<file path="config.mk">
export PLATFORM = sky130hd
export DESIGN_NAME = easy_axi_rd_mst
export DESIGN_NICKNAME = d
export VERILOG_FILES = /design/src/rtl/easy_axi_rd_mst.sv
export SDC_FILE = /design/constraint.sdc
export NUM_CORES = 1
export LEC_CHECK = 0
export CAP_MARGIN = 15
export CORE_MARGIN = 5
export CORE_UTILIZATION = 50
export DETAILED_ROUTE_END_ITERATION = 12
export GPL_ROUTABILITY_DRIVEN = 1
export GPL_TIMING_DRIVEN = 0
export PLACE_DENSITY = 0.88
export SYNTH_ARGS = -nofsm -noshare
export SYNTH_HDL_FRONTEND = slang
export SYNTH_SLANG_ARGS = --single-unit
export TNS_END_PERCENT = 100
</file>
<file path="constraint.sdc">
create_clock -name clk -period 3.2 [get_ports clk]
set_input_delay 0.48 -clock clk [delete_from_list [all_inputs] [get_ports clk]]
set_output_delay 0.48 -clock clk [all_outputs]
set_load 0.01 [all_outputs]
</file>
<file path="src/rtl/easy_axi_rd_mst.sv">
// AXI read-traffic master: issues a run of INCR bursts with several reads in flight,
// checks each returned burst's beat count and response, and reports progress and errors.
//   state   | meaning
//   S_IDLE  | waiting for start; busy=0
//   S_RUN   | issuing AR requests; arvalid limited by issue count and outstanding
//   S_DRAIN | all AR issued; waiting for the last rlast
module easy_axi_rd_mst #(
  parameter int ID_W       = 4,
  parameter int ADDR_W     = 32,
  parameter int DATA_W     = 32,
  parameter int LEN_W      = 8,
  parameter int MAX_OUTSTD = 4,
  parameter int CNT_W      = 16
) (
  input  logic              clk,
  input  logic              rst_n,
  input  logic              start,
  input  logic [ADDR_W-1:0] cfg_base_addr,
  input  logic [LEN_W-1:0]  cfg_len,
  input  logic [CNT_W-1:0]  cfg_num_trans,
  input  logic              rready_en,
  output logic              axi_mst_arvalid,
  input  logic              axi_mst_arready,
  output logic [ID_W-1:0]   axi_mst_arid,
  output logic [ADDR_W-1:0] axi_mst_araddr,
  output logic [LEN_W-1:0]  axi_mst_arlen,
  output logic [2:0]        axi_mst_arsize,
  output logic [1:0]        axi_mst_arburst,
  input  logic              axi_mst_rvalid,
  output logic              axi_mst_rready,
  input  logic [DATA_W-1:0] axi_mst_rdata,
  input  logic [1:0]        axi_mst_rresp,
  input  logic              axi_mst_rlast,
  output logic              busy,
  output logic              done,
  output logic [CNT_W-1:0]  trans_cnt,
  output logic [CNT_W-1:0]  err_cnt,
  output logic              proto_err,
  output logic [DATA_W-1:0] last_rdata
);

  localparam int              OW      = $clog2(MAX_OUTSTD + 1);
  localparam logic [2:0]      AR_SIZE = 3'($clog2(DATA_W / 8));
  localparam logic [OW-1:0]   MAX_O   = OW'(MAX_OUTSTD);

  typedef enum logic [1:0] {S_IDLE, S_RUN, S_DRAIN} state_t;

  state_t            state_q, state_d;
  logic              arvalid_q, arvalid_d;
  logic [ID_W-1:0]   arid_q, arid_d;
  logic [ADDR_W-1:0] araddr_q, araddr_d;
  logic [LEN_W-1:0]  arlen_q, arlen_d;
  logic [LEN_W-1:0]  len_q, len_d;
  logic [CNT_W-1:0]  num_q, num_d;
  logic [CNT_W-1:0]  issued_q, issued_d;
  logic [OW-1:0]     outstd_q, outstd_d;
  logic [LEN_W-1:0]  beat_q, beat_d;
  logic              busy_q, busy_d;
  logic              done_q, done_d;
  logic [CNT_W-1:0]  trans_cnt_q, trans_cnt_d;
  logic [CNT_W-1:0]  err_cnt_q, err_cnt_d;
  logic              proto_err_q, proto_err_d;
  logic [DATA_W-1:0] last_rdata_q, last_rdata_d;

  logic              ar_hs, r_hs, r_sol, r_done;
  logic [ADDR_W-1:0] ar_step;

  always_comb begin
    ar_hs   = arvalid_q & axi_mst_arready;
    r_hs    = axi_mst_rvalid & rready_en;
    r_sol   = r_hs & (outstd_q != '0);
    r_done  = r_sol & axi_mst_rlast;
    ar_step = (ADDR_W'(len_q) + ADDR_W'(1)) << AR_SIZE;

    state_d      = state_q;
    arvalid_d    = arvalid_q;
    arid_d       = arid_q;
    araddr_d     = araddr_q;
    arlen_d      = arlen_q;
    len_d        = len_q;
    num_d        = num_q;
    busy_d       = busy_q;
    done_d       = 1'b0;
    trans_cnt_d  = trans_cnt_q;
    err_cnt_d    = err_cnt_q;
    proto_err_d  = proto_err_q;
    last_rdata_d = last_rdata_q;
    beat_d       = beat_q;
    issued_d     = issued_q + CNT_W'(ar_hs);
    outstd_d     = outstd_q + OW'(ar_hs) - OW'(r_done);

    // A beat with nothing outstanding is flagged and otherwise dropped.
    if (r_hs && outstd_q == '0) proto_err_d = 1'b1;
    if (r_sol) begin
      last_rdata_d = axi_mst_rdata;
      if (axi_mst_rresp != 2'b00 && err_cnt_q != '1) err_cnt_d = err_cnt_q + CNT_W'(1);
      if (axi_mst_rlast) begin
        if (beat_q != len_q) proto_err_d = 1'b1;
        beat_d      = '0;
        trans_cnt_d = trans_cnt_q + CNT_W'(1);
      end else begin
        if (beat_q == len_q) proto_err_d = 1'b1;
        beat_d = beat_q + LEN_W'(1);
      end
    end

    case (state_q)
      S_IDLE: begin
        if (start) begin
          len_d       = cfg_len;
          num_d       = cfg_num_trans;
          araddr_d    = cfg_base_addr;
          arlen_d     = cfg_len;
          arid_d      = '0;
          issued_d    = '0;
          beat_d      = '0;
          trans_cnt_d = '0;
          err_cnt_d   = '0;
          proto_err_d = 1'b0;
          if (cfg_num_trans == '0) begin
            done_d = 1'b1;
          end else begin
            state_d   = S_RUN;
            busy_d    = 1'b1;
            arvalid_d = 1'b1;
          end
        end
      end
      S_RUN: begin
        if (ar_hs) begin
          araddr_d = araddr_q + ar_step;
          arid_d   = arid_q + ID_W'(1);
        end
        // An un-accepted request is always held, so the payload stays stable.
        arvalid_d = (arvalid_q && !axi_mst_arready) ||
                    ((issued_d < num_q) && (outstd_d < MAX_O));
        if (issued_d == num_q) begin
          state_d   = S_DRAIN;
          arvalid_d = 1'b0;
        end
      end
      S_DRAIN: begin
        arvalid_d = 1'b0;
        if (outstd_d == '0) begin
          state_d = S_IDLE;
          busy_d  = 1'b0;
          done_d  = 1'b1;
        end
      end
      default: begin
        state_d   = S_IDLE;
        arvalid_d = 1'b0;
        busy_d    = 1'b0;
      end
    endcase
  end

  always_ff @(posedge clk or negedge rst_n) begin
    if (!rst_n) begin
      state_q      <= S_IDLE;
      arvalid_q    <= 1'b0;
      arid_q       <= '0;
      araddr_q     <= '0;
      arlen_q      <= '0;
      len_q        <= '0;
      num_q        <= '0;
      issued_q     <= '0;
      outstd_q     <= '0;
      beat_q       <= '0;
      busy_q       <= 1'b0;
      done_q       <= 1'b0;
      trans_cnt_q  <= '0;
      err_cnt_q    <= '0;
      proto_err_q  <= 1'b0;
      last_rdata_q <= '0;
    end else begin
      state_q      <= state_d;
      arvalid_q    <= arvalid_d;
      arid_q       <= arid_d;
      araddr_q     <= araddr_d;
      arlen_q      <= arlen_d;
      len_q        <= len_d;
      num_q        <= num_d;
      issued_q     <= issued_d;
      outstd_q     <= outstd_d;
      beat_q       <= beat_d;
      busy_q       <= busy_d;
      done_q       <= done_d;
      trans_cnt_q  <= trans_cnt_d;
      err_cnt_q    <= err_cnt_d;
      proto_err_q  <= proto_err_d;
      last_rdata_q <= last_rdata_d;
    end
  end

  assign axi_mst_arvalid = arvalid_q;
  assign axi_mst_arid    = arid_q;
  assign axi_mst_araddr  = araddr_q;
  assign axi_mst_arlen   = arlen_q;
  assign axi_mst_arsize  = AR_SIZE;
  assign axi_mst_arburst = 2'b01;
  assign axi_mst_rready  = rready_en;
  assign busy            = busy_q;
  assign done            = done_q;
  assign trans_cnt       = trans_cnt_q;
  assign err_cnt         = err_cnt_q;
  assign proto_err       = proto_err_q;
  assign last_rdata      = last_rdata_q;

endmodule
</file>
==> results.toml <==
[run_status]
status = "finished, final reports clean"

[global_route]
grt_max_degree = 102
first_global_vias = 8046
grt_use_total_pct = 26.0
grtUsageMet3_pct = 6.47
grt_overflow = 0
grt_pass1_wl_um = 41200
antenna_found_initial = 0
met1_usage_pct = 32.5
met2_usage_pct = 43.0
top_usage_layer = "met2"

[pwr]
internal-power_uw = 5160
seqPwrFrac_pct = 36.3
ir_worst_vdd_uv = 417
clkPwrFrac_pct = 29.6
comb_power_share_pct = 34.1
power_density_mw_per_mm2 = 658
p_switching_uw = 2520
swShare_pct = 32.8
leakage_uw = 0.00523

[placed_design]
placed_cells = 1379
port_buffers = 209
detailed_place_hpwl_um = 19100
routabilityCongestion = 0.951

[routing]
drt-initial-drc-count = 625
viasPerCell = 5.79
ant_nets = 0
wirelength_um = 26100
vias = 8168
dr.pass1.iters = 5
wl_per_cell_um = 18.5
drc = 0

[yosys]
synth-edff-count = 0
yosysTopAreaCell = "dfrtp_1"
synthFlopType = "dfrtp_1"
yosysWarnings = 0
avgSynthCellArea_um2 = 9.01
ys_seq_area_share_pct = 46.1
yosysUniqueCellTypes = 75
synthCells = 946
synth_top_area_share_pct = 46.1
synthMostInstantiatedCell = "nand2_1"
netlist_area_mm2 = 0.00853
synth_area_leaders = "dfrtp_1 46%, nand2_1 8.9%, ha_1 5.0%, nor2_1 3.7%, xnor2_1 3.5%"
ys_seq_elements = 157
synthTopCellsByCount = "202 x nand2_1, 157 x dfrtp_1, 83 x nor2_1, 35 x nand3_1"
synthArstFlopShare_pct = 100

[timing]
max_freq_mhz = 320
tightest_slew_ps = 850
fin_crit_sh_pct = 97.6
period_needed_ps = 3120
maxSlewViolCount = 0
hold_slack_ps = 11.8
fin_skew_ps = 5.51
tns_ps = 0
final-hold-violation-count = 0
setup_viol = 0
max-slew-margin-rel_pct = 43.3

[floorplanning]
dieArea_mm2 = 0.0198
ios = 215
die_h_um = 141
row_count = 47
core_region_area_mm2 = 0.0166
initial_core_util_pct = 51.2
fp.dieW_um = 141

[setup_path]
rrSetupSlack_ps = 140
r2r_start = "outstd_q[1]"
cp_data_required_time_ps = 3500
critPathMaxFanout = 4
path_class = "in -> reg"
r2r_end = "axi_mst_arvalid"
end_kind = "flip-flop"
reg2reg_depth = 12
crit_path_start_kind = "input port"
crit_arrival_ps = 3420

[clocking]
cts_made_buffers = 17
cts_buffer_depth = 2
cts_tree = "yes"
cts.sinks = 157
cts-htree-levels = 4
cts_hold_buf = 0
clk-insertion-delay-late_ps = 420
root_buffer = "clkbuf_16"
clk_pin_slew_ps = 60

[final_layout]
final_util_pct = 70.1
final_nets = 1312
drive_above_1_share_pct = 6.47
n_antenna_cell = 0
syn_to_final_growth_pct = 36.8
multiInputGateArea_mm2 = 0.00433
fillCellCount = 1264
regArea_mm2 = 0.00393
finalNonFillerCells = 1410

[flow_run]
cap_violations = 0

[worst_hold_path]
worstHoldPathType = "in -> async"
layer usage:
metal  up-vias  part of all wire (%)  routed length [um]
met5         -                     0                   0
met4         0                   3.8                 987
met3        81                   8.6                2260
met2       438                    48               12600
met1      3898                    39               10300
li1       3751                     -                   -
worst max-delay path by stage:
stage / start / end / slack [ps]
after CTS: rready_en / state_q[1] / 70
after global routing: axi_mst_arready / axi_mst_arvalid / -40
after detailed placement: axi_mst_arready / axi_mst_arvalid / -690
after floorplan: axi_mst_arready / axi_mst_arvalid / 440
after global placement: rst_n / axi_mst_araddr[0] / -4760
final: axi_mst_arready / axi_mst_arvalid / 80
power by group through the flow:
stage / registers (uW) / logic [uW] / clock network (uW)
after floorplan: 2870 / 1210 / 0
after global placement: 2780 / 2430 / 0
after detailed placement: 2800 / 2520 / 0
after CTS: 2770 / 2570 / 2300
after global routing: 2840 / 2850 / 2370
final: 2790 / 2620 / 2280
what timing repair did:
action | 4_1_cts | 5_1_grt
buffers inserted | 0 | 1
pin swaps | 1 | 2
gates resized for setup | 4 | 11
endpoints found under the setup margin | 5 | 12
hold endpoints to repair | 0 | 0
cells in the final DEF, fill, tap and decap left out, types with 4 or more instances in the layout:
cell	Yosys	layout
nand3_1	35	35
dfrtp_1	157	156
o21ai_0	33	32
xnor2_1	34	34
and4_1	7	6
nor4_1	8	6
nand2_1	202	202
o22ai_1	4	4
a31oi_1	10	10
o31ai_1	4	4
conb_1	2	5
xor2_1	29	29
clkbuf_1	24	25
inv_1	32	32
a211oi_1	10	10
buf_1	5	5
nand4_1	31	31
or3_1	9	9
nor2_1	83	83
clkbuf_16	0	17
ha_1	34	33
a311oi_1	4	4
o211ai_1	8	8
and3_1	21	21
clkdlybuf4s50_1	0	207
a21oi_1	30	30
nor3_1	18	17
or4_1	4	4
buf_4	6	7
a21o_1	6	6
bufinv_16	0	6
buf_2	9	9
and2_1	20	19
registers in the layout, summed over array words and instances (netlist names):
register / count
issued_q: 16
err_cnt: 16
trans_cnt: 16
outstd_q: 3
axi_mst_arid: 4
last_rdata: 32
state_q: 2
proto_err: 1
beat_q: 8
axi_mst_araddr: 32
axi_mst_arvalid: 1
num_q: 16
busy: 1
len_q: 8
done: 1
kinds of logic (layout without fill, tap and decap cells):
logic type	after synthesis	in the layout	synth area share [%]
fa+ha+maj	36	36	5.46
buf+inv	79	320	3.98
compound gates	147	147	12.1
other cells	2	5	0.0881
simple gates	459	459	25.4
xor+xnor	64	64	6.75
flops	157	157	46.1
mux	2	2	0.235
worst max-delay path, stage by stage:
cell and delay (ps):
clkdlybuf4s50_1 520, and2_4 200, ha_1 170, ha_2 220
and4_4 240, nand4_1 120, xnor2_1 200, ha_1 330
nand4_1 210, nor4_4 410, nor4_2 90, o221ai_1 120
nand3_1 110
cell type report:
| class | count | share of cell area [%] |
|---|---|---|
| flip-flops and latches | 157 | 33.7 |
| clock inverters | 11 | 1.86 |
| repair buffers | 211 | 18.3 |
| multi-input cells | 713 | 37.1 |
| plain buffers | 46 | 1.85 |
| inverters | 33 | 1.06 |
| clock buffers | 19 | 3.80 |
| well taps | 220 | 2.36 |
through the flow:
step	setup WS, ps	total power (uW)	instance area, um2
3_3_place_gp	-4760	5210	10900
3_5_place_dp	-691	5330	10900
4_1_cts	69.1	7640	11600
6_report	76.1	7680	11700
5_1_grt	-39.3	8070	11700
2_1_floorplan	439	4080	8540
No activity file was read; power rests on OpenSTA's default activity.
